## config.mk

```make
export PLATFORM = sky130hd
export DESIGN_NAME = regfile_dbg_port_flat
export DESIGN_NICKNAME = d
export VERILOG_FILES = /design/src/rtl/regfile_dbg_port_if.sv /design/src/rtl/regfile_dbg_port.sv /design/src/flat_wrapper.sv
export SDC_FILE = /design/constraint.sdc
export NUM_CORES = 1
export LEC_CHECK = 0
export CAP_MARGIN = 20
export CORE_MARGIN = 2
export CORE_UTILIZATION = 40
export DETAILED_ROUTE_END_ITERATION = 8
export PLACE_DENSITY_LB_ADDON = 0.08
export SYNTH_ARGS = -nofsm -noshare
export SYNTH_HDL_FRONTEND = slang
export SYNTH_SLANG_ARGS = --single-unit
```

## constraint.sdc

```tcl
create_clock -name clk -period 4.65 [get_ports clk]
set_clock_uncertainty 0.2 [all_clocks]
set_input_delay 1.395 -clock clk [delete_from_list [all_inputs] [get_ports clk]]
set_output_delay 1.395 -clock clk [all_outputs]
set_load 0.05 [all_outputs]
```

## src/rtl/regfile_dbg_port_if.sv

```systemverilog
// regfile_dbg_port_if
//   Bundles every signal of the register-file debug engine except clk/reset.
//   master : the engine view (drives status, dump stream, din_ready, rf ports)
//   slave  : the environment view (host control, stream sink/source, regfile)
//   Groups: control  start/mode/first_reg/last_reg/abort -> busy/done/err
//           dump     dout_valid/dout_ready/dout_data/dout_addr/dout_last
//           load     din_valid/din_ready/din_data
//           regfile  rf_ra/rf_rd (comb read), rf_we/rf_wa/rf_wd (edge write)
interface regfile_dbg_port_if #(
  parameter int AW = 5,
  parameter int DW = 32
);
  logic          start;
  logic          mode;
  logic [AW-1:0] first_reg;
  logic [AW-1:0] last_reg;
  logic          abort;
  logic          busy;
  logic          done;
  logic          err;
  logic          dout_valid;
  logic          dout_ready;
  logic [DW-1:0] dout_data;
  logic [AW-1:0] dout_addr;
  logic          dout_last;
  logic          din_valid;
  logic          din_ready;
  logic [DW-1:0] din_data;
  logic [AW-1:0] rf_ra;
  logic [DW-1:0] rf_rd;
  logic          rf_we;
  logic [AW-1:0] rf_wa;
  logic [DW-1:0] rf_wd;

  modport master (
    input  start, mode, first_reg, last_reg, abort,
    output busy, done, err,
    output dout_valid, dout_data, dout_addr, dout_last,
    input  dout_ready,
    input  din_valid, din_data,
    output din_ready,
    output rf_ra, rf_we, rf_wa, rf_wd,
    input  rf_rd
  );

  modport slave (
    output start, mode, first_reg, last_reg, abort,
    input  busy, done, err,
    input  dout_valid, dout_data, dout_addr, dout_last,
    output dout_ready,
    output din_valid, din_data,
    input  din_ready,
    input  rf_ra, rf_we, rf_wa, rf_wd,
    output rf_rd
  );
endinterface

```

## src/rtl/regfile_dbg_port.sv

```systemverilog
// regfile_dbg_port
//   Debug access engine beside the 3-port register file. Dumps a register
//   range out as a valid/ready stream, or loads a range from an input stream.
//   busy is the core stall request.
// Ports
//   clk    system clock, rising edge
//   reset  asynchronous, active-high
//   bus    regfile_dbg_port_if.master (control, dump stream, load stream,
//          regfile read/write ports)
//
// state    | meaning
// ---------+-------------------------------------------------------------
// IDLE     | waiting for start; range and mode captured on start
// DUMP_RD  | rf_ra=ptr, register read data captured into the dout regs
// DUMP_OUT | beat presented on dout, held until dout_ready
// LOAD     | one din word per cycle written to rf[ptr] (r0 write dropped)
// DONE     | one-cycle done pulse, err if bad range or abort
module regfile_dbg_port #(
  parameter int AW = 5,
  parameter int DW = 32
) (
  input  logic                clk,
  input  logic                reset,
  regfile_dbg_port_if.master  bus
);

  typedef enum logic [2:0] {IDLE, DUMP_RD, DUMP_OUT, LOAD, DONE} state_t;

  state_t        state, state_nxt;
  logic [AW-1:0] ptr, ptr_nxt;
  logic [AW-1:0] last, last_nxt;
  logic          err_q, err_nxt;
  logic          cap;
  logic [DW-1:0] dout_data_q;
  logic [AW-1:0] dout_addr_q;
  logic          dout_last_q;
  logic          load_xfer;

  // The range-end compare happens before any increment, so last=31 never
  // wraps ptr back to 0.
  always_ff @(posedge clk or posedge reset) begin
    if (reset) begin
      state       <= IDLE;
      ptr         <= '0;
      last        <= '0;
      err_q       <= 1'b0;
      dout_data_q <= '0;
      dout_addr_q <= '0;
      dout_last_q <= 1'b0;
    end else begin
      state <= state_nxt;
      ptr   <= ptr_nxt;
      last  <= last_nxt;
      err_q <= err_nxt;
      if (cap) begin
        dout_data_q <= bus.rf_rd;
        dout_addr_q <= ptr;
        dout_last_q <= (ptr == last);
      end
    end
  end

  always_comb begin
    state_nxt = state;
    ptr_nxt   = ptr;
    last_nxt  = last;
    err_nxt   = err_q;
    cap       = 1'b0;
    unique case (state)
      IDLE: begin
        if (bus.start) begin
          ptr_nxt  = bus.first_reg;
          last_nxt = bus.last_reg;
          if (bus.first_reg > bus.last_reg) begin
            state_nxt = DONE;
            err_nxt   = 1'b1;
          end else begin
            state_nxt = bus.mode ? LOAD : DUMP_RD;
            err_nxt   = 1'b0;
          end
        end
      end
      DUMP_RD: begin
        if (bus.abort) begin
          state_nxt = DONE;
          err_nxt   = 1'b1;
        end else begin
          cap       = 1'b1;
          state_nxt = DUMP_OUT;
        end
      end
      DUMP_OUT: begin
        // abort wins over a simultaneous handshake: the beat is not counted
        if (bus.abort) begin
          state_nxt = DONE;
          err_nxt   = 1'b1;
        end else if (bus.dout_ready) begin
          if (ptr == last) begin
            state_nxt = DONE;
          end else begin
            ptr_nxt   = ptr + AW'(1);
            state_nxt = DUMP_RD;
          end
        end
      end
      LOAD: begin
        if (bus.abort) begin
          state_nxt = DONE;
          err_nxt   = 1'b1;
        end else if (bus.din_valid) begin
          if (ptr == last) begin
            state_nxt = DONE;
          end else begin
            ptr_nxt = ptr + AW'(1);
          end
        end
      end
      DONE: begin
        state_nxt = IDLE;
      end
      default: begin
        state_nxt = IDLE;
      end
    endcase
  end

  assign load_xfer = (state == LOAD) && bus.din_valid && !bus.abort;

  assign bus.busy       = (state != IDLE);
  assign bus.done       = (state == DONE);
  assign bus.err        = (state == DONE) && err_q;
  assign bus.dout_valid = (state == DUMP_OUT);
  assign bus.dout_data  = dout_data_q;
  assign bus.dout_addr  = dout_addr_q;
  assign bus.dout_last  = dout_last_q;
  assign bus.din_ready  = (state == LOAD);
  assign bus.rf_ra      = ptr;
  // r0 is hardwired; the word is still consumed so the stream stays aligned
  assign bus.rf_we      = load_xfer && (ptr != '0);
  assign bus.rf_wa      = ptr;
  assign bus.rf_wd      = bus.din_data;

endmodule

```

## src/flat_wrapper.sv

```systemverilog
// flat-port wrapper written by rule: the top's interface ports become plain ports
module regfile_dbg_port_flat 
#(
  parameter int AW = 5,
  parameter int DW = 32
)
  (clk, reset, bus_start, bus_mode, bus_first_reg, bus_last_reg, bus_abort, bus_busy, bus_done, bus_err, bus_dout_valid, bus_dout_data, bus_dout_addr, bus_dout_last, bus_dout_ready, bus_din_valid, bus_din_data, bus_din_ready, bus_rf_ra, bus_rf_we, bus_rf_wa, bus_rf_wd, bus_rf_rd);
  regfile_dbg_port_if #(.AW(AW), .DW(DW)) bus_i ();
  input  logic clk;
  input  logic reset;
  input wire logic [$bits(bus_i.start)-1:0] bus_start;
  input wire logic [$bits(bus_i.mode)-1:0] bus_mode;
  input wire logic [$bits(bus_i.first_reg)-1:0] bus_first_reg;
  input wire logic [$bits(bus_i.last_reg)-1:0] bus_last_reg;
  input wire logic [$bits(bus_i.abort)-1:0] bus_abort;
  output wire logic [$bits(bus_i.busy)-1:0] bus_busy;
  output wire logic [$bits(bus_i.done)-1:0] bus_done;
  output wire logic [$bits(bus_i.err)-1:0] bus_err;
  output wire logic [$bits(bus_i.dout_valid)-1:0] bus_dout_valid;
  output wire logic [$bits(bus_i.dout_data)-1:0] bus_dout_data;
  output wire logic [$bits(bus_i.dout_addr)-1:0] bus_dout_addr;
  output wire logic [$bits(bus_i.dout_last)-1:0] bus_dout_last;
  input wire logic [$bits(bus_i.dout_ready)-1:0] bus_dout_ready;
  input wire logic [$bits(bus_i.din_valid)-1:0] bus_din_valid;
  input wire logic [$bits(bus_i.din_data)-1:0] bus_din_data;
  output wire logic [$bits(bus_i.din_ready)-1:0] bus_din_ready;
  output wire logic [$bits(bus_i.rf_ra)-1:0] bus_rf_ra;
  output wire logic [$bits(bus_i.rf_we)-1:0] bus_rf_we;
  output wire logic [$bits(bus_i.rf_wa)-1:0] bus_rf_wa;
  output wire logic [$bits(bus_i.rf_wd)-1:0] bus_rf_wd;
  input wire logic [$bits(bus_i.rf_rd)-1:0] bus_rf_rd;
  assign bus_i.start = bus_start;
  assign bus_i.mode = bus_mode;
  assign bus_i.first_reg = bus_first_reg;
  assign bus_i.last_reg = bus_last_reg;
  assign bus_i.abort = bus_abort;
  assign bus_busy = bus_i.busy;
  assign bus_done = bus_i.done;
  assign bus_err = bus_i.err;
  assign bus_dout_valid = bus_i.dout_valid;
  assign bus_dout_data = bus_i.dout_data;
  assign bus_dout_addr = bus_i.dout_addr;
  assign bus_dout_last = bus_i.dout_last;
  assign bus_i.dout_ready = bus_dout_ready;
  assign bus_i.din_valid = bus_din_valid;
  assign bus_i.din_data = bus_din_data;
  assign bus_din_ready = bus_i.din_ready;
  assign bus_rf_ra = bus_i.rf_ra;
  assign bus_rf_we = bus_i.rf_we;
  assign bus_rf_wa = bus_i.rf_wa;
  assign bus_rf_wd = bus_i.rf_wd;
  assign bus_i.rf_rd = bus_rf_rd;
  regfile_dbg_port #(.AW(AW), .DW(DW)) u_core (.clk(clk), .reset(reset), .bus(bus_i));
endmodule
```

==> qor.txt <==
Cts bufs inserted -> 5
CP Launch Type -> input port
Die Area -> 0.00762 mm²
Clk buf depth -> 2
Sequential area share after synthesis -> 46.9%
Total Routing Usage GR -> 16.8%
Fraction of the mapped netlist area in simple logic gates -> 8.66%
Clock sink count -> 52
Power share of the clock group -> 10.2%
Pin count of the biggest net entering global routing -> 39
Post-synth EDFFs -> 0
Path category of the worst min-delay check -> flop to flop
Ys async rst share -> 100%
Sequential Power Share -> 27.6%
Placed wire-length estimate -> 4520 µm
Vias per cell -> 4.98
Syn_area_per_cell -> 11.3 µm²
Compound-Gate Fraction of Synth Area -> 8.57%
H-tree levels -> 2
Initial Util -> 41.1%
Clock Latency Late Sink -> 0.30 ns
Prevailing post-synth register cell -> dfrtp_1
Final Net Count -> 400
First-pass GRT wire length -> 9940 µm
Area fraction of the dominant cell type after synthesis -> 46.9%
Final min period -> 4.12 ns
Crit-path cells -> clkdlybuf4s50_1 -> nand2b_1 -> nor2_1 -> inv_1 -> nor2_1 -> buf_12
Max Transition Viols Final -> 0
Worst R2R Setup Slack -> 2.54 ns
Largest register FFs -> 32
Number of global-route vias before repair -> 1934
Placed cells -> 385
ANT cells -> 0
Commonest cells in the netlist -> 52 x dfrtp_1, 39 x buf_4, 39 x mux2_2
Iter 0 DRT Violations -> 64
RD Place Congestion -> 0.874
DRC Markers -> 0
Leakage -> 0.00155 µW
Yosys top cell by area -> dfrtp_1
Crit path max fanout -> 3
Post-CTS setup buffer count -> 0
Cts hold-fix bufs -> 0
Hold Fails Final Rpt -> 0
Total grt overflow -> 0
Final core occ -> 55.1%
Critical path buffers and inverters -> 3
Max incr delay on CP -> 0.41 ns
CP arrival -> 2.52 ns
Worst setup path category -> input port to primary output
Synth Area in Adders -> 3.16%
Final Non-Filler Cells -> 393
Clk slew on worst S/H paths -> 0.10 ns
# port buffers -> 102
Rel. slew slack -> 48.6%
CP endpoint kind -> primary output
Internal Dissipation -> 1570 µW
VDD IR max -> 577 µV
Worst-Margin Slew -> 0.769 ns
I/O Pins -> 167
Slowest-stage cell, CP -> clkdlybuf4s50_1
Root buf cell -> clkbuf_8
Cells after Synth -> 246
Status -> completed
Synthesis-to-layout area growth -> 34.1%
Switching portion of total power -> 49.8%
Combinational cell fraction of total power -> 62.2%
Family with the most delay on the worst path -> buffers and inverters
Net Switching -> 1560 µW
Synth Register Bits -> 52
Max Freq -> 0.243 GHz
Detailed Route WL -> 6230 µm
DR vias -> 1959
WL/cell -> 15.9 µm
Crit share post-route -> 88.6%
Antenna viol nets, final -> 0
Hold Slack -> 0.307 ns
CTS tree -> yes
RSZ-0062 raised after global routing -> no
Top cell by count, worst path -> nor2_1
# Max-Cap Violations -> 0
Data required, critical path -> 3.05 ns
Setup Total Neg Slack -> 0 ns
Cell with the most instances after synthesis -> dfrtp_1
Setup-failing EPs final -> 0
Main combinational cell family by area after synthesis -> multiplexers
Die H -> 87.3 µm
Yosys warns -> 0
Row cnt -> 30
Placeable Area -> 0.00676 mm²
Drt pass-1 iters -> 4
Mapped Area -> 0.00277 mm²
Fraction of synthesized cell area in xor and xnor cells -> 2.12%
Post-synthesis mux area share -> 16.9%
Initial antenna violation count -> 0
Power per standard cell area -> 840 mW/mm²
Die X -> 87.3 µm
PostCTS Resize Cnt -> 0
Power Total -> 3130 µW
Unique masters post-synth -> 43
Syn nets -> 334
Share of cells above drive strength 1 -> 19.8%
Most area-consuming cells after synthesis -> dfrtp_1 47%, mux2_2 16%, buf_4 11%, ha_1 3.2%, nand2_1 1.9%
tightest hold or removal path, stage by stage, from the launching register on:
cell,delay [ns]
dfrtp_1,0.37
nand2_1,0.05
o21ai_0,0.06
final cells by class:
class / instances / area (µm²)
Clock buffer: 6 / 72.6
Clock inverter: 2 / 38.8
Fill cell: 610 / 3040
Inverter: 13 / 48.8
Multi-Input combinational cell: 134 / 1100
Sequential cell: 52 / 1300
Tap cell: 80 / 100
Timing Repair Buffer: 106 / 1060
placed cells by master (no fill, tap or decap), drive strengths merged, types with 4 or more instances in the layout:
master / netlist / final
nand3: 5 / 5
ha: 7 / 7
mux2: 39 / 39
nand2: 14 / 14
buf: 45 / 5
inv: 13 / 14
nor2: 12 / 12
o21ai: 11 / 11
clkbuf: 2 / 6
nor3: 4 / 4
clkdlybuf4s50: 0 / 101
a21oi: 4 / 4
dfrtp: 52 / 52
through the flow:
step	cell area [µm²]	worst slack, ns
finish	3720	0.532
CTS	3720	0.531
floorplan	2770	0.554
global placement	3610	0.549
detailed placement	3610	0.546
global route	3720	0.408
path summary, 6_finish.rpt:
kind / endpoint / depth (start not counted) / start
min reg2reg: u_core.last[2]$_DFFE_PP0P_ / 2 / u_core.last[2]$_DFFE_PP0P_
max reg2reg: u_core.state[1]$_DFFE_PP0P_ / 5 / u_core.bus.rf_ra[2]$_DFFE_PP0P_
min in group asynchronous: u_core.bus.dout_data[13]$_DFFE_PP0P_ / 2 / reset
min: u_core.last[2]$_DFFE_PP0P_ / 2 / u_core.last[2]$_DFFE_PP0P_
max: bus_rf_we / 6 / bus_abort
max in group asynchronous: u_core.bus.dout_addr[3]$_DFFE_PP0P_ / 3 / reset
cell families (layout without fill, tap and decap cells):
kind of cell / Yosys count / after routing
xor gates and xnor gates: 5 / 5
DFF: 52 / 52
buffers and inverters: 60 / 127
AOI/OAI and AO/OA: 33 / 33
and+or+nand+nor: 47 / 47
adders and majority gates: 7 / 7
muxes: 42 / 42
metal layers:
layer | part of all wire (%) | global-route usage (%) | wire (µm) | vias to the layer above
met5 | 0 | 0 | 0 | -
met4 | 1.7 | 5.17 | 103 | 0
met3 | 6.8 | 4.08 | 424 | 14
met2 | 48 | 27.9 | 2970 | 80
met1 | 44 | 21.7 | 2730 | 927
li1 | - | - | - | 938
power groups by stage:
stage / clock, µW / combinational, µW / sequential [µW]
after floorplan: 0 / 806 / 1490
after global placement: 0 / 1940 / 870
after detailed placement: 0 / 1960 / 878
after CTS: 332 / 1960 / 867
after global routing: 352 / 2060 / 899
final: 319 / 1940 / 862
(Power assumes the default switching activity.)
